File: config.mk
export PLATFORM = sky130hd
export DESIGN_NAME = ex_operand_forwarder
export DESIGN_NICKNAME = d
export VERILOG_FILES = /design/src/rtl/ex_operand_forwarder.sv
export SDC_FILE = /design/constraint.sdc
export NUM_CORES = 1
export LEC_CHECK = 0
export ABC_AREA = 1
export BUFFER_PORTS_ARGS = -buffer_cell sky130_fd_sc_hd__buf_2
export CAP_MARGIN = 5
export CELL_PAD_IN_SITES_DETAIL_PLACEMENT = 1
export CELL_PAD_IN_SITES_GLOBAL_PLACEMENT = 2
export CORE_MARGIN = 3
export CORE_UTILIZATION = 23
export CTS_CLUSTER_DIAMETER = 100
export CTS_CLUSTER_SIZE = 20
export DETAILED_ROUTE_END_ITERATION = 8
export PLACE_DENSITY_LB_ADDON = 0.1
export SLEW_MARGIN = 20
export SYNTH_ARGS = -nofsm -noshare
export SYNTH_HDL_FRONTEND = slang
export SYNTH_SLANG_ARGS = --single-unit
File: constraint.sdc
create_clock -name clk -period 1.7 [get_ports clk]
set_input_delay 0.255 -clock clk [delete_from_list [all_inputs] [get_ports clk]]
set_output_delay 0.255 -clock clk [all_outputs]
set_load 0.02 [all_outputs]
File: src/rtl/ex_operand_forwarder.sv
// ---------------------------------------------------------------------------
// ex_operand_forwarder
//
// Consumer end of the MEM/WB forwarding path for the EX stage.
// For each EX source operand it picks, in priority order, the MEM forward
// value, the WB forward value, a locally held copy of the operand (valid only
// while EX is frozen and MEM/WB keep draining), or the register-file value
// latched into ID/EX. It also flags load-use hazards and keeps a saturating
// count of load-use stall cycles.
//
// Ports
//   clk, reset                 rising-edge clock, synchronous active-high reset
//   pipe_stall                 global freeze: no internal state changes
//   ex_hold                    EX frozen while MEM/WB advance
//   ex_valid                   EX holds a real instruction
//   ex_sr1/ex_sr2, *_used      EX source registers and whether they are read
//   ex_rf_sr1/ex_rf_sr2        register-file values for the sources
//   mem_valid/regwrite/dest    MEM-stage destination description
//   mem_is_load, mem_resp      MEM op is a load / load data has returned
//   mem_fwd, wb_fwd            forward values from MEM and WB
//   wb_valid/regwrite/dest     WB-stage destination description
//   ex_opA, ex_opB             resolved operands (combinational)
//   ld_use_stall               EX needs a load value that has not returned yet
//   stall_count                saturating count of load-use stall cycles
// ---------------------------------------------------------------------------
module ex_operand_forwarder #(
    parameter int WIDTH     = 16,
    parameter int REG_BITS  = 3,
    parameter int CNT_WIDTH = 16
) (
    input  logic                 clk,
    input  logic                 reset,
    input  logic                 pipe_stall,
    input  logic                 ex_hold,
    input  logic                 ex_valid,
    input  logic [REG_BITS-1:0]  ex_sr1,
    input  logic                 ex_sr1_used,
    input  logic [REG_BITS-1:0]  ex_sr2,
    input  logic                 ex_sr2_used,
    input  logic [WIDTH-1:0]     ex_rf_sr1,
    input  logic [WIDTH-1:0]     ex_rf_sr2,
    input  logic                 mem_valid,
    input  logic                 mem_regwrite,
    input  logic [REG_BITS-1:0]  mem_dest,
    input  logic                 mem_is_load,
    input  logic                 mem_resp,
    input  logic [WIDTH-1:0]     mem_fwd,
    input  logic                 wb_valid,
    input  logic                 wb_regwrite,
    input  logic [REG_BITS-1:0]  wb_dest,
    input  logic [WIDTH-1:0]     wb_fwd,
    output logic [WIDTH-1:0]     ex_opA,
    output logic [WIDTH-1:0]     ex_opB,
    output logic                 ld_use_stall,
    output logic [CNT_WIDTH-1:0] stall_count
);

    typedef enum logic {
        ST_RUN  = 1'b0,
        ST_HOLD = 1'b1
    } state_t;

    state_t               state_reg;
    logic [WIDTH-1:0]     hold_reg   [2];
    logic [1:0]           hold_v_reg;
    logic [CNT_WIDTH-1:0] stall_count_reg;

    // Per-operand views of the source side so both operands share one datapath
    logic [REG_BITS-1:0]  src_sel  [2];
    logic [1:0]           src_used;
    logic [WIDTH-1:0]     src_rf   [2];
    logic [WIDTH-1:0]     op       [2];
    logic [1:0]           mem_match;
    logic [1:0]           wb_match;

    assign src_sel[0] = ex_sr1;
    assign src_sel[1] = ex_sr2;
    assign src_used   = {ex_sr2_used, ex_sr1_used};
    assign src_rf[0]  = ex_rf_sr1;
    assign src_rf[1]  = ex_rf_sr2;

    genvar gi;
    generate
        for (gi = 0; gi < 2; gi++) begin : g_operand
            assign mem_match[gi] = mem_valid & mem_regwrite & src_used[gi] &
                                   (mem_dest == src_sel[gi]);
            assign wb_match[gi]  = wb_valid & wb_regwrite & src_used[gi] &
                                   (wb_dest == src_sel[gi]);

            // MEM is the younger producer, so it wins over WB; the hold copy
            // only matters once neither live stage still supplies the value.
            assign op[gi] = mem_match[gi]  ? mem_fwd      :
                            wb_match[gi]   ? wb_fwd       :
                            hold_v_reg[gi] ? hold_reg[gi] :
                                             src_rf[gi];
        end
    endgenerate

    assign ex_opA = op[0];
    assign ex_opB = op[1];

    // The operand still shows mem_fwd during the hazard; EX must ignore it.
    assign ld_use_stall = ex_valid & mem_is_load & ~mem_resp & (|mem_match);

    assign stall_count = stall_count_reg;

    // Capture happens on entry to HOLD and on every HOLD edge with ex_hold
    // still set. Re-capturing the resolved operand (which may itself be the
    // hold copy) keeps a WB value alive after WB retires mid-hold.
    always_ff @(posedge clk) begin
        if (reset) begin
            state_reg       <= ST_RUN;
            hold_reg[0]     <= '0;
            hold_reg[1]     <= '0;
            hold_v_reg      <= 2'b00;
            stall_count_reg <= '0;
        end else if (!pipe_stall) begin
            if (ld_use_stall && (stall_count_reg != {CNT_WIDTH{1'b1}})) begin
                stall_count_reg <= stall_count_reg + 1'b1;
            end

            case (state_reg)
                ST_RUN: begin
                    hold_v_reg <= 2'b00;
                    if (ex_valid && ex_hold) begin
                        state_reg   <= ST_HOLD;
                        hold_reg[0] <= op[0];
                        hold_reg[1] <= op[1];
                        hold_v_reg  <= 2'b11;
                    end
                end
                ST_HOLD: begin
                    if (ex_hold) begin
                        hold_reg[0] <= op[0];
                        hold_reg[1] <= op[1];
                        hold_v_reg  <= 2'b11;
                    end else begin
                        state_reg  <= ST_RUN;
                        hold_v_reg <= 2'b00;
                    end
                end
                default: begin
                    state_reg  <= ST_RUN;
                    hold_v_reg <= 2'b00;
                end
            endcase
        end
    end

endmodule

==> results.md, run 1 <==
- The synthesized design contains 49 register bits.
- After routing, the total negative slack on setup checks comes to -1630 ps.
- The die covers roughly 17000 µm².
- CTS built an H-tree with a depth of 2.
- The arrival time at the worst endpoint is 1540 ps.
- Registers take 1310 µm².
- STA classifies the critical path startpoint as a flop.
- The share of cells above drive strength 1 is 45.1%.
- After detailed routing, the average wire length per cell comes to 17.5 µm.
- The headroom to the max-slew limit is 81.0%.
- The via count is 4417.
- For the worst-skew pair, the clock arrives at the later sink with an insertion delay of about 300 ps.
- The highest fanout seen on the critical path is 6.
- Port buffering added 137 buffers.
- The clock share of power is slightly below 30%.
- Yosys attributes the largest share of cell area to edfxtp_1 27%, nand2_1 18%, nand3_1 10%.
- The via count of the first global-routing pass is between 4k and 5k.
- The tightest hold margin is 175 ps.
- The end of the worst register-to-register path is hold_reg[0][2].
- The first detailed-routing pass took 4 iterations.
- 138 I/O pins were placed.
- In the synthesized netlist, the number of instances is 522.
- The final instance area is between 5000 and 6000 µm².
- The number of library cell types mapped by synthesis is 33.
- The placement-stage worst setup slack is -97.3 ps.
- The area share of the leading cell type in the synthesized netlist is 27.3%.
- Setup repair after global routing could not meet its margin everywhere.
- Summing every instance area after synthesis gives 3520 µm².
- STA classifies the critical path endpoint as an output port.
- The post-synth net total is 612.
- The repair_antennas step left the layout with diodes totalling 0.
- The leakage power summed over all cells is 3.03 nW.
- For this run, the slowest stage of the critical path takes 370 ps.
- The reg-to-reg setup timing slack is 0 ps.
- The number of cells in the design after placement is 858.
- The die height is 130 µm.
- In this run the horizontal extent of the chip is 130 µm.
- Once detail routing completed, the nets flagged for antenna violations numbered 0.
- Among the stages of the critical path, the cell type that occurs most often is nand2_1.
- The routed via count divided by cell count is 4.77.
- The root buffer selected by CTS is clkbuf_16.
- The number of antenna violations at the first check in global routing is 0.
- The final critical path takes up 105% of the cycle.
- The hold path depth is 2.
- The final weighted congestion in routability-driven placement is 0.813.
- For this design the ratio of total power to cell area is 590 nW/µm².
- For this run, the total global-route usage over all layers was measured as 17.5%.
- The clock slew seen by the registers of the worst setup and hold paths is 70 ps.
- TritonCTS built the clock tree.
- The wire length reported by the detailed router is between 15000 and 20000 µm.
- Global routing finished with a remaining overflow of 0.
- Once routing completed, OpenROAD measured the worst setup slack at -92.8 ps.
- Yosys printed 0 warnings.
- The fmax is 0.558 GHz.
- Entering global routing, the biggest net connects 35 pins.
- For this design the total switching power over the nets is between 1 and 1.5 mW.
- The buffer depth of the longest clock path is 2.
- The multi-input combinational cells in the finished layout cover a total of 2220 µm².
- The startpoint identified for the worst register-to-register timing path is hold_v_reg[0].
- The placed wire-length estimate after detailed placement is 10700 µm.
- Sequential cells account for 37.9% of the total power.
- The number of buffers created by CTS is 5.
- Summing internal, switching and leakage power gives 3.53 mW.
- The critical path start-end classification is flop to output port.
- In this run switching power makes up 31.2% of total power.
- The end of the worst hold path is stall_count[5].
- The number of clock sinks is 49.
- The critical path required time is 1440 ps.
- The initialized floorplan defines 44 standard-cell rows.
- The cell with the biggest individual delay on the critical path is dfxtp_4.
- The routed design could run at a clock period as short as around 1800 ps.
- After the last flow step, the layout net total stands at 831.
- The top cell type by total area after synthesis is edfxtp_1.
- Walking the worst path, the cells encountered are buf_12, clkbuf_16, nand2_1, nand2_1, nand2_1, nand3_1, o21ai_1, inv_1, buf_2.
- Across the run, the number of max-cap violations was 0.
- The detailed-route DRC error count is 0.
- For this design, the CTS-stage hold fixing added 0 buffers.
- The number of DRC markers in iteration 0 is 159.
- The flow ran to the end, but the final reports show violations.
- The sequential area share after synthesis is 37.0%.
- The number of max-slew violations in the final report is 0.
- The area of placed instances is 4730 µm².
- In this run the mean area of a mapped cell was about 6.7 µm².
- In this run the worst hold path is classified as primary input to flop.
- The filler cells instantiated in the layout total ~1.8k.
- The slew at the pin closest to its max-slew limit is approximately 290 ps.
- The flip-flop count of the largest register, all copies and words added is 32.
- After floorplanning, the core was sized to cover 14800 µm².
- The post-synthesis to final-layout area growth is 69.7%.
- The first global-routing pass estimated 23000 µm of wire.
- The finished layout holds 926 standard cells, fillers aside.
- The final reports fail on setup timing.
- For this run, the share of the core covered by cells in the final layout is 40.5%.
- The setup clock skew after layout is 4.02 ps.
- The effective utilization at floorplan is 23.9%.
- Setup violations remaining at the end of the flow were counted as 34.
- Of the total power, combinational logic draws around a third.
- In this run the most critical hold path is launched from reset.
- The worst reg2reg path depth is 11.
- The internal power consumption is ~2.4 mW.
- The final hold violation count is 0.
- VDD sags by at most 0.000352 V.
==> cell usage after synthesis (all sizes together) <==
library cell	instances
o211ai	16
dfxtp	17
nand2	177
inv	48
a21boi	1
nand3b	1
ha	1
nand4	10
buf	12
o31ai	1
nor2	66
xor2	9
clkbuf	13
clkinv	1
nand3	72
or2	1
o21bai	1
nor3	3
edfxtp	32
o21ai	20
a21oi	20
==> worst max path at each step <==
stage / startpoint / end / cells after the start
global route: ex_sr2[1] / ex_opB[11] / 10
CTS: hold_v_reg[0] / ex_opB[6] / 9
global placement: ex_sr2[1] / ex_opB[13] / 9
floorplan: ex_sr1_used / ld_use_stall / 5
finish: hold_v_reg[0] / ex_opB[3] / 9
detailed placement: ex_sr2[1] / ex_opB[13] / 9
==> placed cells by master (no fill, tap or decap), types with 3 or more instances in the layout <==
master / instances
buf_6: 38
o21ai_2: 11
nand2_4: 9
nand3_2: 10
nor2_1: 54
xor2_1: 6
o21ai_0: 4
nand2_2: 22
buf_4: 75
nor2_2: 8
nand3_4: 3
inv_1: 41
clkbuf_16: 10
nand4_1: 8
o211ai_1: 16
o21ai_1: 5
buf_12: 10
a21oi_2: 6
nand2_1: 146
edfxtp_1: 32
a21oi_1: 14
dfxtp_1: 15
xor2_2: 3
nand3_1: 59
buf_2: 106
inv_2: 7
==> per-layer routing <==
layer | up-vias | part of all wire (%) | global-route usage [%] | wire, µm
li1 | 2151 | - | - | -
met1 | 2132 | 43 | 21.9 | 6940
met2 | 114 | 51 | 31.2 | 8260
met3 | 20 | 4.6 | 3.11 | 752
met4 | 0 | 1.5 | 4.16 | 248
met5 | - | 0 | 0 | 0
==> cell type report <==
class / instances / share of cell area [%]
clock buffers: 6 / 2.16
clock inverters: 2 / 0.168
inverters: 49 / 3.20
multi-input cells: 400 / 37.1
flip-flops and latches: 49 / 21.9
well taps: 184 / 3.85
repair buffers: 236 / 31.6
==> cells by family after synthesis <==
family,Yosys count,synth area share (%)
xor+xnor,9,2.24
buf+inv,74,8.35
flops,49,37.0
simple gates,330,42.3
compound gates,59,9.74
fa+ha+maj,1,0.355
==> critical path: cells and delay by family, from the launching register on <==
family | cells | cell delay (ps)
flip-flops | 1 | 370
AO/OA/AOI/OAI | 1 | 120
AND/OR/NAND/NOR | 4 | 220
buffers and inverters | 4 | 530
==> what timing repair did <==
| item | 4_1_cts | 5_1_grt |
|---|---|---|
| pin swaps | 12 | 29 |
| setup endpoints to repair | 32 | 53 |
| gates cloned | 1 | 7 |
| resized for setup | 80 | 83 |
| setup buffers | 43 | 10 |
==> power by group through the flow <==
| stage | Combinational, mW | Clock (mW) | Sequential, mW |
|---|---|---|---|
| after global routing | 1.26 | 1.11 | 1.34 |
| after CTS | 1.05 | 1.05 | 1.33 |
| after global placement | 0.796 | 0 | 1.35 |
| after floorplan | 0.408 | 0 | 1.35 |
| after detailed placement | 0.805 | 0 | 1.36 |
| final | 1.17 | 1.03 | 1.34 |
(Power assumes the default switching activity.)
==> inputs of run 2 (changes only) <==
- BUFFER_PORTS_ARGS: -buffer_cell sky130_fd_sc_hd__buf_2 -> not set
- CORE_UTILIZATION: 23 -> 30
- DONT_BUFFER_PORTS: not set -> 1
- clock period: 1.7 -> 1.6 ns (I/O delays scaled with it)
==> results.md, run 2 (synthesis gave the netlist of run 1 again) <==
- The number of buffers created by CTS was 5 (unchanged).
- The antenna violation net count after detailed routing is 0 (unchanged).
- The global-route wire length before repair is 20200 µm (-12%).
- The die area is 13100 µm² (-22%).
- The cell occurring most often along the worst timing path is nand2_1.
- The share of cells above drive strength 1 is 29.7% (-15 points).
- The post-synthesis to final-layout area growth is 30.3%.
- The final hold violation count is 0 (unchanged).
- The clock insertion delay at the later pin of the skew report is 290 ps (about the same).
- The overall global routing resource usage is 19.4% (+1.9 points).
- The effective utilization at floorplan is 31.6% (+7.8 points).
- The fmax is 0.611 GHz.
- The minimum clock period is 1640 ps.
- The critical path required time is 1360 ps (-80 ps).
- The tightest hold margin is 11.8 ps (-164 ps).
- The placed wire-length estimate after detailed placement came to 9620 µm (-10%).
- The final weighted congestion in routability-driven placement came to 0.801 (-1.4%).
- The cell sitting at the root of the clock tree is a clkbuf_16.
- The slew at the pin closest to its max-slew limit is 299 ps (+13.5 ps).
- The number of DRC markers in iteration 0 came to 151 (-5.0%).
- The via count is 3667 (-17%).
- The number of buffers added on ports is 0 (-100%).
- The number of max-slew violations in the final report is 0 (unchanged).
- The type of origin of the critical path is a flop.
- The number of core rows is 38 (-14%).
- The clock slew seen by the registers of the worst setup and hold paths was 70 ps (about the same).
- The library cells used most frequently in the layout, excluding fill and tap cells, are 139 x nand2_1, 62 x nand3_1, 57 x nor2_1.
- The flow ran to the end, but the final reports show violations.
- The number of buffer and inverter instances along the worst setup path is 3 (-1).
- The worst setup path is captured at an output port.
- Traced cell by cell, the critical path runs through inv_8, buf_6, nand2_1, nand2_1, nand2_1, nand3_1, o21ai_2, inv_2.
- The die height is 114 µm (-12%).
- The setup TNS is -103 ps (+1530 ps).
- The number of violations of the max-capacitance limit is 0 (unchanged).
- Broken down by cell family, the worst path's largest delay share belongs to flip-flops.
- The post-route clock period utilization is 102%.
- The checks that failed: setup timing.
- The leakage power summed over all cells was 2.08 nW (-31%).
- The cell with the biggest individual delay on the critical path is dfxtp_4.
- The x dimension of the die is 114 µm (-12%).
- The routed via count divided by cell count is 5.14 (+7.8%).
- The number of detailed-routing iterations run before antenna repair came to 4 (unchanged).
- Setup repair after global routing could not meet its margin everywhere.
- The highest fanout seen on the critical path is 10 (+4).
- The flip-flop count of the largest register, all copies and words added is 32 (unchanged).
- The critical path start-end classification is flop to output port.
- The power density over cell area is 695 nW/µm² (+18%).
- The maximum level of the CTS H-tree came to 2 (unchanged).
- The routed length per instance is 18.4 µm (+4.9%).
- The wire length reported by the detailed router is 13100 µm (-19%).
- The via count of the first global-routing pass came to 3903 (-11%).
- The area of the core is 11100 µm² (-25%).
- The final layout net count was 662 (-20%).
- The TritonCTS clock tree is done.
- The setup clock skew after layout came to 5.31 ps (+1.29 ps).
- The worst supply voltage drop on vdd was 0.000377 V (+7.0%).
- The detailed-route DRC error count is 0 (unchanged).
- The leading cell type in the layout, fill and taps excluded is nand2_1.
- The top-level I/O count came to 138 (unchanged).
- The total congestion overflow came to 0 (unchanged).
- The arrival time at the worst endpoint was 1400 ps (-140 ps).
- The final setup violation count is 6 (-82%).
- The largest stage delay on the critical path is 410 ps (+40 ps).
- The headroom to the max-slew limit is 80.0% (-0.97 points).
- The tightest min-delay check is of the primary input to flop type.
- The count of inserted antenna diode cells was 0 (unchanged).
- The largest net degree at the start of global routing came to 35 (unchanged).
- The number of clock sinks came to 49 (unchanged).
- The number of antenna violations at the first check in global routing is 0 (unchanged).
- The buffer depth of the longest clock path is 2 (unchanged).
- The setup slack after layout is -37.8 ps (+55.0 ps).
[run 2: final cells by class]
class,count,area [µm²]
fill,1390,6540
multi-input combinational,400,2160
sequential,49,1310
timing repair buffer,67,609
inverter,49,191
tap,140,175
clock buffer,5,125
clock inverter,3,12.5
[run 2: path summary, 6_finish.rpt]
check,from,endpoint,slack (ps),cells past startpoint
worst min-delay path,reset,stall_count[0],10,1
worst min register to register,stall_count[11],stall_count[11],560,2
worst max register to register,stall_count[0],stall_count[12],90,9
worst max-delay path,hold_v_reg[0],ex_opB[0],-40,8
[run 2: routing by layer]
metal	GRT usage (%)	part of all wire, %	vias up
met2	33.5	48	96
met1	24.8	46	1747
li1	-	-	1815
met3	4.70	6.1	9
met5	0	0	-
met4	3.72	0.71	0
[run 2: power by group]
part           total, mW  switching (mW)  internal, mW
sequential          1.41          0.0155          1.40
combinational      0.718           0.465         0.253
clock               1.05           0.487         0.567
total               3.19           0.967          2.22
[run 2: through the flow]
stage               worst slack (ps)  utilization, %  power, mW  area (µm²)  cells
detailed placement             -40.4            36.0       2.04        4010    684
global route                    -134            41.2       3.34        4590    713
CTS                            -33.9            38.4       3.16        4280    697
finish                         -37.8            41.2       3.19        4590    713
floorplan                       32.6               -       1.87        3520    522
global placement               -11.2            36.0       2.03        4010    684
[run 2: timing repair]
item,in CTS,in global routing
hold endpoints to repair,0,1
setup buffers,5,13
resized for setup,52,44
endpoints found under the setup margin,32,48
pin swaps,0,9
hold buffers,0,1
gates cloned,0,2
